## src/rtl/rx_frame_controller.sv

```systemverilog
// Oversampled UART receive framer: samples start/data/parity/stop mid-bit on baud ticks,
// hands the raw frame to an external error checker and buffers one checked byte for a consumer.
module rx_frame_controller #(
  parameter int unsigned OVERSAMPLE = 16
) (
  input  logic       clock,
  input  logic       reset_n,
  input  logic       baud_tick,
  input  logic       data_rx,
  input  logic [1:0] parity_type,
  input  logic [2:0] error_flag,
  output logic       recieved_flag,
  output logic [7:0] raw_data,
  output logic       parity_bit,
  output logic       start_bit,
  output logic       stop_bit,
  output logic [7:0] data_out,
  output logic [2:0] err_out,
  output logic       out_valid,
  input  logic       out_ready,
  output logic       busy,
  output logic       overrun,
  input  logic       clear_overrun
);

  localparam int unsigned CntW = $clog2(OVERSAMPLE);
  localparam logic [CntW-1:0] CntMid  = CntW'(OVERSAMPLE / 2 - 1);
  localparam logic [CntW-1:0] CntLast = CntW'(OVERSAMPLE - 1);

  typedef enum logic [2:0] {
    StIdle,
    StStart,
    StData,
    StParity,
    StStop,
    StDone
  } state_e;

  state_e          state_q, state_d;
  logic [CntW-1:0] cnt_q, cnt_d;
  logic [2:0]      idx_q, idx_d;
  logic [1:0]      ptype_q, ptype_d;
  logic [7:0]      raw_q, raw_d;
  logic            par_q, par_d;
  logic            start_q, start_d;
  logic            stop_q, stop_d;
  logic [7:0]      dout_q, dout_d;
  logic [2:0]      err_q, err_d;
  logic            valid_q, valid_d;
  logic            ovr_q, ovr_d;

  logic tick_mid, tick_last, done, ovr_set, par_en;

  assign tick_mid  = baud_tick && (cnt_q == CntMid);
  assign tick_last = baud_tick && (cnt_q == CntLast);
  assign done      = (state_q == StDone);
  assign par_en    = (ptype_q == 2'b01) || (ptype_q == 2'b10);
  assign ovr_set   = done && valid_q && !out_ready;

  always_comb begin
    state_d = state_q;
    cnt_d   = cnt_q;
    idx_d   = idx_q;
    ptype_d = ptype_q;
    raw_d   = raw_q;
    par_d   = par_q;
    start_d = start_q;
    stop_d  = stop_q;

    // Counter runs through every bit period; the IDLE and DONE arms override it.
    if (baud_tick) begin
      cnt_d = tick_last ? '0 : cnt_q + CntW'(1);
    end

    unique case (state_q)
      StIdle: begin
        cnt_d = '0;
        if (baud_tick && !data_rx) begin
          state_d = StStart;
          ptype_d = parity_type;
        end
      end
      StStart: begin
        if (tick_mid) begin
          if (data_rx) begin
            state_d = StIdle;
            cnt_d   = '0;
          end else begin
            start_d = 1'b0;
          end
        end else if (tick_last) begin
          state_d = StData;
        end
      end
      StData: begin
        if (tick_mid) begin
          raw_d[idx_q] = data_rx;
        end
        if (tick_last) begin
          idx_d = idx_q + 3'd1;
          if (idx_q == 3'd7) begin
            if (par_en) begin
              state_d = StParity;
            end else begin
              state_d = StStop;
              par_d   = 1'b0;
            end
          end
        end
      end
      StParity: begin
        if (tick_mid) begin
          par_d = data_rx;
        end
        if (tick_last) begin
          state_d = StStop;
        end
      end
      StStop: begin
        // Leave at mid-stop so a back-to-back start edge is not missed.
        if (tick_mid) begin
          stop_d  = data_rx;
          state_d = StDone;
          cnt_d   = '0;
        end
      end
      StDone: begin
        state_d = StIdle;
        cnt_d   = '0;
      end
      default: begin
        state_d = StIdle;
        cnt_d   = '0;
      end
    endcase
  end

  always_comb begin
    dout_d  = dout_q;
    err_d   = err_q;
    valid_d = valid_q;
    ovr_d   = ovr_q;

    if (done && (!valid_q || out_ready)) begin
      dout_d  = raw_q;
      err_d   = error_flag;
      valid_d = 1'b1;
    end else if (valid_q && out_ready) begin
      valid_d = 1'b0;
    end

    if (ovr_set) begin
      ovr_d = 1'b1;
    end else if (clear_overrun) begin
      ovr_d = 1'b0;
    end
  end

  always_ff @(posedge clock) begin
    if (!reset_n) begin
      state_q <= StIdle;
      cnt_q   <= '0;
      idx_q   <= '0;
      ptype_q <= '0;
      raw_q   <= '0;
      par_q   <= 1'b0;
      start_q <= 1'b0;
      stop_q  <= 1'b1;
      dout_q  <= '0;
      err_q   <= '0;
      valid_q <= 1'b0;
      ovr_q   <= 1'b0;
    end else begin
      state_q <= state_d;
      cnt_q   <= cnt_d;
      idx_q   <= idx_d;
      ptype_q <= ptype_d;
      raw_q   <= raw_d;
      par_q   <= par_d;
      start_q <= start_d;
      stop_q  <= stop_d;
      dout_q  <= dout_d;
      err_q   <= err_d;
      valid_q <= valid_d;
      ovr_q   <= ovr_d;
    end
  end

  assign recieved_flag = done;
  assign busy          = (state_q != StIdle);
  assign raw_data      = raw_q;
  assign parity_bit    = par_q;
  assign start_bit     = start_q;
  assign stop_bit      = stop_q;
  assign data_out      = dout_q;
  assign err_out       = err_q;
  assign out_valid     = valid_q;
  assign overrun       = ovr_q;

endmodule

```

## config.mk

```make
export PLATFORM = sky130hd
export DESIGN_NAME = rx_frame_controller
export DESIGN_NICKNAME = d
export VERILOG_FILES = /design/src/rtl/rx_frame_controller.sv
export SDC_FILE = /design/constraint.sdc
export NUM_CORES = 1
export LEC_CHECK = 0
export BUFFER_PORTS_ARGS = -buffer_cell sky130_fd_sc_hd__buf_4
export CAP_MARGIN = 30
export CORE_ASPECT_RATIO = 1.4
export CORE_MARGIN = 5
export CORE_UTILIZATION = 40
export CTS_CLUSTER_SIZE = 12
export DETAILED_ROUTE_END_ITERATION = 16
export GPL_TIMING_DRIVEN = 0
export SYNTH_ARGS = -nofsm -noshare
export SYNTH_HDL_FRONTEND = slang
export SYNTH_SLANG_ARGS = --single-unit
```

## constraint.sdc

```tcl
create_clock -name clock -period 4.6 [get_ports clock]
set_input_delay 0.92 -clock clock [delete_from_list [all_inputs] [get_ports clock]]
set_output_delay 0.92 -clock clock [all_outputs]
set_load 0.02 [all_outputs]
```

==> flow_summary.toml <==
[global_routing]
antenna_found_initial = 0
grt_pass1_wl_microns = 6650
grt_max_degree = 12
grt_use_total_pct = 14.8
grt_pass1_vias = 1463
overflow = 0

[clocking]
post-cts-setup-buffers = 0
hold_buffers = 0
cts_max_path_buffers = 2
h-tree-depth = 2
cts_sinks = 35
ctsResizeCount = 0
clk_pin_slew_ns = 0.07
clock_latency_ns = 0.29
tritoncts = "built"
cts_buffers = 5
cts-root-buf = "clkbuf_8"

[routing]
viasPerCell = 5.34
dr_wl_met2_microns = 2050
postRouteAntennaNets = 0
vias = 1426
dr.pass1.iters = 4
totalWireLength_microns = 3910
wl_met3_microns = 203
wl_met1_microns = 1570
highest_layer = "met4"
drtIter0Drc = 78
drc = 0
wl_per_cell_microns = 14.6

[setup_path]
critPathRequiredTime_ns = 3.68
cp_max_fo = 10
cp_top_family = "buffers and inverters"
critPathKind = "reg -> out"
cp_num_buf_inv = 3
worstReg2RegStart = "cnt_q[0]"
arrival_ns = 1.54
crit_cells = 4
reg2reg_to = "raw_data[0]"
crit_path_top_delay_cell = "dfxtp_1"
r2r_cells = 6
end_kind = "output pin"
rrSetupSlack_ns = 2.49
cp_slowest_stage_delay_ns = 0.42
crit_chain = "clkbuf_1, nand3b_1, inv_1, buf_4"
cp-start-kind = "flop"

[floorplanning]
die_w_microns = 64.0
core_area_sq_um = 3950
die-height_microns = 85.7
start_util_pct = 41.4
ios = 37
fp-row-count = 27
die_area_sq_um = 5490

[timing]
clock_skew_ns = 0.00345
setup_slack_ns = 2.14
min_period_over_period_pct = 53.4
fin_crit_ns = 2.46
rsz0062_at_grt = "false"
worst_pin_slew_ns = 0.819
holdWs_ns = 0.474
drv_slew = 0
finalHoldViolations = 0
setup_viol = 0
fin_setup_tns_ns = 0
fmax_ghz = 0.407
max-slew-margin-rel_pct = 44.7

[finish]
stdcell_count = 267
final_cell_area_sq_um = 2040
areaGrowthSynthToFinish_pct = 24.7
antenna_cells = 0
finalNetCount = 237
postLayoutCoreUtil_pct = 51.6
drive_gt1_share_pct = 23.7

[power_and_ir_drop]
power_mw = 0.687
ir_drop_mv = 0.252
p_leak_nw = 0.834
cellPowerDensity_nw_per_um2 = 337

[min_path]
hold_end = "raw_data[4]"
hold_path_startpoint = "raw_data[4]"
hold_depth = 2
min_path_type = "reg -> reg"

[yosys]
async_flop_share_pct = 0
yosys.area.top_type_share_pct = 42.8
synthTopCellsByArea = "dfxtp_1, mux2i_1, nor2_1"
synth_area_sq_um = 1640
yosysTopAreaCell = "dfxtp_1"
seq_area_frac_synth_pct = 42.8
avgSynthCellArea_sq_um = 8.99
synth.most_common_cell = "dfxtp_1"
synth_cells = 182
synth_flop_cell = "dfxtp_1"
synth_cell_types = 42
synth_edf_count = 0
ys_warn_count = 0
synth_nets = 196
synth_common_cells = "dfxtp_1, nor2_1, mux2i_1"
synth_seq_cells = 35

[place]
dp_hpwl_microns = 2950
dpl_worst_slack_ns = 2.11
gp_congestion = 0.827
placed_cells = 259
io_buffers = 34
placed_area_sq_um = 1940

[flow_run]
max-cap-violations = 0

[outcome]
status = "finished, final reports clean"
[registers in the layout, indices dropped and copies added, names as in the netlist]
signal,count
parity_bit,1
data_out,8
overrun,1
out_valid,1
cnt_q,4
raw_data,8
ptype_q,2
err_out,3
state_q,3
idx_q,3
stop_bit,1
[kinds of logic after synthesis]
logic type	share of synthesized area [%]
AOI/OAI and AO/OA	11.2
xor gates and xnor gates	1.61
adders and majority gates	2.30
buffers and inverters	4.36
DFF	42.8
muxes	13.5
other	0.229
and+or+nand+nor	23.9
[worst max-delay path by stage]
stage / slack, ns / endpoint / start
3_5_place_dp: 2.11 / cnt_q[2] / baud_tick
2_1_floorplan: 2.31 / raw_data[0] / baud_tick
4_1_cts: 2.17 / recieved_flag / state_q[0]
6_report: 2.14 / recieved_flag / state_q[0]
3_3_place_gp: 2.13 / raw_data[2] / baud_tick
5_1_grt: 1.98 / recieved_flag / state_q[0]
[worst register-to-register path, cell delays in order, from the launching register on]
cell and delay, ns:
dfxtp_1 0.41, ha_1 0.29, nand3_1 0.23, or4_1 0.53, buf_2 0.18, o311ai_1 0.24
o41ai_1 0.12
[where the power goes]
group | total (mW) | leakage [nW] | internal [mW] | switching [mW]
combinational | 0.129 | 0.503 | 0.0559 | 0.0734
sequential | 0.323 | 0.282 | 0.312 | 0.0105
clock | 0.235 | 0.0484 | 0.123 | 0.112
[layout by cell type, fill, tap and decap left out, drive strengths merged, types with 3 or more instances in the layout]
cell,n
buf,40
dfxtp,35
nor2,24
mux2i,22
nand2,15
clkbuf,14
a21oi,8
nand3,6
nand3b,5
o21ai,5
inv,4
nor2b,4
or3b,4
or4,3
ha,3
[final cells by class]
| cell class | instances | area [sq um] |
|---|---|---|
| Buffer | 13 | 56.3 |
| Inverter | 4 | 15.0 |
| Sequential cell | 35 | 701 |
| Fill cell | 391 | 1910 |
| Multi-Input combinational cell | 130 | 863 |
| Tap cell | 43 | 53.8 |
| Timing Repair Buffer | 34 | 255 |
| Clock buffer | 7 | 86.3 |
| Clock inverter | 1 | 8.76 |
[layer usage]
layer / vias to the layer above / global-route usage (%)
met5: - / 0
met4: 0 / 6.62
met3: 9 / 3.67
met2: 35 / 25.7
met1: 663 / 16.8
li1: 719 / -
(Power assumes the default switching activity.)
